**src/rtl/muldiv_seq_if.sv**
```systemverilog
// rtl/muldiv_seq_if.sv - request/result handshake bundle between the execute stage and muldiv_seq
interface muldiv_seq_if #(
    parameter int XLEN = 64
) ();
    logic            in_valid;
    logic            in_ready;
    logic [2:0]      op;
    logic [XLEN-1:0] a;
    logic [XLEN-1:0] b;
    logic            out_valid;
    logic            out_ready;
    logic [XLEN-1:0] c;
    logic            busy;
    logic            flush;

    modport master (
        output in_valid, op, a, b, out_ready, flush,
        input  in_ready, out_valid, c, busy
    );

    modport slave (
        input  in_valid, op, a, b, out_ready, flush,
        output in_ready, out_valid, c, busy
    );
endinterface

```
**src/rtl/muldiv_seq.sv**
```systemverilog
// rtl/muldiv_seq.sv - multi-cycle RV64M MUL/DIV/DIVU/REM/REMU sequencer (shift-add / restoring divide)
module muldiv_seq #(
    parameter int XLEN  = 64,
    parameter int CNT_W = 7
) (
    input  logic          clk,
    input  logic          resetn,
    muldiv_seq_if.slave   bus
);
    localparam logic [2:0] OP_MUL  = 3'd0;
    localparam logic [2:0] OP_DIV  = 3'd1;
    localparam logic [2:0] OP_DIVU = 3'd2;
    localparam logic [2:0] OP_REM  = 3'd3;
    localparam logic [2:0] OP_REMU = 3'd4;

    localparam logic [XLEN-1:0] ONES    = '1;
    localparam logic [XLEN-1:0] INT_MIN = {1'b1, {(XLEN-1){1'b0}}};

    typedef enum logic [1:0] {S_IDLE, S_BUSY, S_DONE} state_t;

    state_t            state, state_nx;
    logic [2:0]        op_q;
    logic [CNT_W-1:0]  cnt;
    logic [XLEN-1:0]   x_q;     // multiplicand (MUL) or divisor
    logic [XLEN-1:0]   y_q;     // multiplier (MUL) or dividend/quotient
    logic [XLEN-1:0]   rem_q;   // product accumulator (MUL) or remainder
    logic              neg_q, neg_r;
    logic [XLEN-1:0]   c_q;

    logic              accept;
    logic              in_signed, in_div, in_illegal, div_zero, div_ovf, special;
    logic [XLEN-1:0]   a_abs, b_abs, special_c;

    logic [XLEN-1:0]   mul_sum;
    logic [XLEN:0]     rem_sh, rem_sub;
    logic              ge;
    logic [XLEN-1:0]   rem_nx, quot_nx, result;

    assign bus.in_ready  = (state == S_IDLE) && !bus.flush;
    assign bus.out_valid = (state == S_DONE);
    assign bus.busy      = (state != S_IDLE);
    assign bus.c         = c_q;

    assign accept = bus.in_valid && bus.in_ready;

    // Request decode: operand magnitudes and the cases answered without iterating
    always_comb begin
        in_signed  = (bus.op == OP_DIV) || (bus.op == OP_REM);
        in_div     = (bus.op >= OP_DIV) && (bus.op <= OP_REMU);
        in_illegal = (bus.op > OP_REMU);
        div_zero   = in_div && (bus.b == '0);
        div_ovf    = in_signed && (bus.a == INT_MIN) && (bus.b == ONES);
        special    = in_illegal || div_zero || div_ovf;
        a_abs      = (in_signed && bus.a[XLEN-1]) ? -bus.a : bus.a;
        b_abs      = (in_signed && bus.b[XLEN-1]) ? -bus.b : bus.b;
        special_c  = '0;
        if (in_illegal)
            special_c = '0;
        else if (div_zero)
            special_c = ((bus.op == OP_DIV) || (bus.op == OP_DIVU)) ? ONES : bus.a;
        else if (div_ovf)
            special_c = (bus.op == OP_DIV) ? bus.a : '0;
    end

    // One iteration of either engine; the borrow of rem_sub is the compare result
    always_comb begin
        mul_sum = rem_q + (y_q[0] ? x_q : '0);
        rem_sh  = {rem_q, y_q[XLEN-1]};
        rem_sub = rem_sh - {1'b0, x_q};
        ge      = !rem_sub[XLEN];
        rem_nx  = ge ? rem_sub[XLEN-1:0] : rem_sh[XLEN-1:0];
        quot_nx = {y_q[XLEN-2:0], ge};
        case (op_q)
            OP_MUL:  result = rem_q;
            OP_DIV:  result = neg_q ? -y_q : y_q;
            OP_DIVU: result = y_q;
            OP_REM:  result = neg_r ? -rem_q : rem_q;
            default: result = rem_q;
        endcase
    end

    always_ff @(posedge clk or negedge resetn) begin
        if (!resetn)
            state <= S_IDLE;
        else
            state <= state_nx;
    end

    always_comb begin
        state_nx = state;
        case (state)
            S_IDLE: if (accept) state_nx = special ? S_DONE : S_BUSY;
            S_BUSY: begin
                if (bus.flush)
                    state_nx = S_IDLE;
                else if (cnt == '0)
                    state_nx = S_DONE;
            end
            S_DONE: if (bus.flush || bus.out_ready) state_nx = S_IDLE;
            default: state_nx = S_IDLE;
        endcase
    end

    // The edge after the last iteration registers c with sign correction applied
    always_ff @(posedge clk or negedge resetn) begin
        if (!resetn) begin
            op_q  <= '0;
            cnt   <= '0;
            x_q   <= '0;
            y_q   <= '0;
            rem_q <= '0;
            neg_q <= 1'b0;
            neg_r <= 1'b0;
            c_q   <= '0;
        end else if (accept) begin
            op_q  <= bus.op;
            cnt   <= CNT_W'(XLEN);
            rem_q <= '0;
            neg_q <= in_signed && (bus.a[XLEN-1] ^ bus.b[XLEN-1]);
            neg_r <= in_signed && bus.a[XLEN-1];
            if (bus.op == OP_MUL) begin
                x_q <= bus.a;
                y_q <= bus.b;
            end else begin
                x_q <= b_abs;
                y_q <= a_abs;
            end
            if (special)
                c_q <= special_c;
        end else if (state == S_BUSY && !bus.flush) begin
            if (cnt != '0) begin
                cnt <= cnt - CNT_W'(1);
                if (op_q == OP_MUL) begin
                    rem_q <= mul_sum;
                    x_q   <= {x_q[XLEN-2:0], 1'b0};
                    y_q   <= {1'b0, y_q[XLEN-1:1]};
                end else begin
                    rem_q <= rem_nx;
                    y_q   <= quot_nx;
                end
            end else begin
                c_q <= result;
            end
        end
    end
endmodule

```
**src/flat_wrapper.sv**
```systemverilog
// flat-port wrapper written by rule: the top's interface ports become plain ports
module muldiv_seq_flat 
#(
    parameter int XLEN  = 64,
    parameter int CNT_W = 7
)
  (clk, resetn, bus_in_valid, bus_op, bus_a, bus_b, bus_out_ready, bus_flush, bus_in_ready, bus_out_valid, bus_c, bus_busy);
  muldiv_seq_if #(.XLEN(XLEN)) bus_i ();
  input  logic clk;
  input  logic resetn;
  input wire logic [$bits(bus_i.in_valid)-1:0] bus_in_valid;
  input wire logic [$bits(bus_i.op)-1:0] bus_op;
  input wire logic [$bits(bus_i.a)-1:0] bus_a;
  input wire logic [$bits(bus_i.b)-1:0] bus_b;
  input wire logic [$bits(bus_i.out_ready)-1:0] bus_out_ready;
  input wire logic [$bits(bus_i.flush)-1:0] bus_flush;
  output wire logic [$bits(bus_i.in_ready)-1:0] bus_in_ready;
  output wire logic [$bits(bus_i.out_valid)-1:0] bus_out_valid;
  output wire logic [$bits(bus_i.c)-1:0] bus_c;
  output wire logic [$bits(bus_i.busy)-1:0] bus_busy;
  assign bus_i.in_valid = bus_in_valid;
  assign bus_i.op = bus_op;
  assign bus_i.a = bus_a;
  assign bus_i.b = bus_b;
  assign bus_i.out_ready = bus_out_ready;
  assign bus_i.flush = bus_flush;
  assign bus_in_ready = bus_i.in_ready;
  assign bus_out_valid = bus_i.out_valid;
  assign bus_c = bus_i.c;
  assign bus_busy = bus_i.busy;
  muldiv_seq #(.XLEN(XLEN), .CNT_W(CNT_W)) u_core (.clk(clk), .resetn(resetn), .bus(bus_i));
endmodule
```
**config.mk**
```make
export PLATFORM = sky130hd
export DESIGN_NAME = muldiv_seq_flat
export DESIGN_NICKNAME = d
export VERILOG_FILES = /design/src/rtl/muldiv_seq_if.sv /design/src/rtl/muldiv_seq.sv /design/src/flat_wrapper.sv
export SDC_FILE = /design/constraint.sdc
export NUM_CORES = 2
export LEC_CHECK = 0
export CORE_MARGIN = 2
export CORE_UTILIZATION = 50
export DETAILED_ROUTE_END_ITERATION = 16
export GPL_TIMING_DRIVEN = 0
export PLACE_DENSITY = 0.74
export SETUP_SLACK_MARGIN = 0.5
export SYNTH_ARGS = -nofsm -noshare
export SYNTH_HDL_FRONTEND = slang
export SYNTH_SLANG_ARGS = --single-unit
export TNS_END_PERCENT = 1
```
**constraint.sdc**
```tcl
create_clock -name clk -period 3.8 [get_ports clk]
set_input_delay 0.95 -clock clk [delete_from_list [all_inputs] [get_ports clk]]
set_output_delay 0.95 -clock clk [all_outputs]
set_load 0.05 [all_outputs]
```
==> flow_summary.ini <==
[sta]
worstMarginPinSlew_ns = 1.51
finalCritPeriodShare_pct = 104
hold_viol = 0
slew_headroom_pct = -0.414
finalSetupTns_ns = -1.86
finalWorstSetupSlack_ns = -0.170
whs_ns = 0.291
finClkSkew_ns = 0.0210
finalWorstPathRequiredPeriod_ns = 3.97
drv_slew = 10
setup_viol = 33
timing.fmax_mhz = 252
rsz0062_at_grt = true

[clock_tree]
cts_sinks = 270
root_buffer = clkbuf_16
holdBufCountCts = 0
clk_path_buf_depth = 3
numCtsBuffers = 36
clk_latency_ns = 0.58
h-tree-depth = 2
clkTransAtPathRegs_ns = 0.06
cts_tree = done

[layout]
nets = 4953
drive_gt1_share_pct = 16.7
n_fill_cell = 5466
final_cell_count_no_fill = 5488
synthToLayoutAreaGrowth_pct = 27.7
fin_util_pct = 64.9

[synth]
async_flop_share_pct = 100
ys.flop_type = dfrtp_1
yosysMostFrequentCell = nand2_1
yosys-top-cells-area = dfrtp_1 (22%), a21oi_1 (8.4%), nand2_1 (7.0%), o21ai_0 (6.7%), nor2_1 (5.6%)
synth_edf_count = 0
synth-seq-area-share_pct = 22.4
yosysTopAreaCellShare_pct = 22.4
syn_area_um2 = 30100
synth_nets = 4613
ys_ff_latch = 270
syn_area_per_cell_um2 = 6.94
synth_cell_types = 100
yosys_warnings = 0
yosysTopAreaCell = dfrtp_1
synth_common_cells = nand2_1 (562), a21oi_1 (504), nor2_1 (451)
netlist_instances = 4341

[route]
num_vias = 39129
drtPass1Iterations = 8
drc = 0
wl_um = 169000
drt-initial-drc-count = 6297
postRouteAntennaNets = 0
routed_via_density = 7.13
routedWlPerCell_um = 30.9

[placed_design]
dp_hpwl_um = 130000
dp.cells = 5315
gp_congestion = 1.11
portBuffers = 198

[pwr]
combPwrFrac_pct = 68.2
power_frac_seq_pct = 19.6
powerDensity_nw_per_um2 = 769
clkPwrFrac_pct = 12.2
sw_frac_of_total_pct = 56.5
p_total_mw = 29.6
ir_worst_vdd_mv = 0.562
p_switching_mw = 16.7
intPower_mw = 12.9
p_leak_nw = 15.3

[worst_setup_path]
crit_fanout = 10
cp_data_arrival_time_ns = 4.46
crit_type = primary input to register
startpoint_type = primary input
crit_required_ns = 4.29
end_kind = register

[die]
start_util_pct = 50.8
core.rowCount = 89
core-area_um2 = 59200
ios = 203
die-area_um2 = 62200
dieHeight_um = 249
die_x_um = 249

[run]
drv_cap = 1

[global_routing]
grt_util_all_layers_pct = 52.0
antenna_found_initial = 2
grt_overflow = 0
grt_pass1_vias = 35835
grt_max_degree = 117
grt_pass1_wl_um = 241000

[status]
status = finished, violations left
violations = capacitance limit, slew limit, setup timing

[hold_path]
hp-class = primary input to async pin
## state kept, by name (all words and copies together) (netlist names)
| signal | count |
|---|---|
| u_core.state | 2 |
| u_core.bus.c | 64 |
| u_core.op_q | 3 |
| u_core.rem_q | 64 |
| u_core.y_q | 64 |
| u_core.cnt | 7 |
| u_core.neg_q | 1 |
| u_core.x_q | 64 |
| u_core.neg_r | 1 |
## what timing repair did
action	in CTS	in global routing
buffers inserted	88	11
cloned	2	0
resized for setup	826	241
pin swaps	195	102
endpoints found under the setup margin	271	262
## placed cells by master (no fill, tap or decap), types with 81 or more instances in the layout
master	count
xor2_1	179
a21oi_1	462
o21ai_0	338
a31oi_1	133
dfrtp_1	240
o211ai_1	81
buf_4	86
ha_1	112
xnor2_1	124
clkdlybuf4s50_1	123
inv_1	144
nand3_1	99
nand2_1	536
clkbuf_1	187
nor2_1	399
## through the flow
stage	setup WS (ns)	instance area, um^2
after floorplan	0.107	30200
after global placement	-10.26	33200
after detailed placement	-2.48	33200
after CTS	-0.00461	37800
after global routing	-0.112	38400
final	-0.170	38500
## worst paths after layout
| kind | cells past startpoint | endpoint | slack, ns | startpoint |
|---|---|---|---|---|
| min reg2reg | 2 | u_core.bus.c[4]$_DFFE_PN0P_ | 0.49 | u_core.bus.c[4]$_DFFE_PN0P_ |
| max in group asynchronous | 2 | u_core.rem_q[40]$_DFFE_PN0P_ | 2.50 | resetn |
| min | 1 | u_core.bus.c[14]$_DFFE_PN0P_ | 0.29 | resetn |
| min in group clk | 2 | u_core.bus.c[4]$_DFFE_PN0P_ | 0.49 | u_core.bus.c[4]$_DFFE_PN0P_ |
| max reg2reg | 8 | u_core.bus.c[49]$_DFFE_PN0P_ | -0.16 | u_core.op_q[2]$_DFFE_PN0P_ |
| max | 12 | u_core.bus.c[42]$_DFFE_PN0P_ | -0.17 | bus_b[4] |
## area by class of cell
class                   instances  area, um^2  share of cell area, %
diodes                          6        15.0                 0.0390
plain buffers                 333        1890                   4.91
clock buffers                  46         990                   2.57
clock inverters                20         198                  0.514
inverters                     155         606                   1.57
multi-input cells            3583       24100                   62.8
flip-flops and latches        270        6790                   17.7
well taps                     773         967                   2.51
repair buffers                302        2860                   7.45
## cell families after synthesis
| logic type | synth area share [%] |
|---|---|
| mux | 0.673 |
| xor+xnor | 8.93 |
| simple gates | 22.7 |
| compound gates | 33.2 |
| fa+ha+maj | 5.70 |
| buf+inv | 6.34 |
| flops | 22.4 |
## power by group through the flow
| stage | combinational, mW | clock (mW) | sequential, mW |
|---|---|---|---|
| finish | 20.2 | 3.61 | 5.79 |
| global route | 21.2 | 3.67 | 5.80 |
| CTS | 18.9 | 3.56 | 5.63 |
| detailed placement | 16.9 | 0 | 5.54 |
| global placement | 16.8 | 0 | 5.52 |
| floorplan | 10.7 | 0 | 5.81 |
## per-layer routing
layer | routed length [um] | up-vias | track usage (%) | part of all wire, %
met1 | 62200 | 18579 | 66.0 | 37
li1 | - | 16481 | - | -
met2 | 66300 | 3265 | 72.0 | 39
met3 | 24400 | 804 | 17.3 | 14
met5 | 0 | - | 0 | 0
met4 | 16500 | 0 | 40.7 | 9.7
## worst max-delay path, cell delays in order
cell	delay [ns]
buf_2	0.27
nand4_1	0.54
nor4_4	0.60
nand2_1	0.18
or3_1	0.42
nor3_2	0.29
nor2_1	0.14
nor2_4	0.16
buf_12	0.14
buf_2	0.27
o21ai_0	0.29
nand3_1	0.18
No activity file was read; power rests on OpenSTA's default activity.
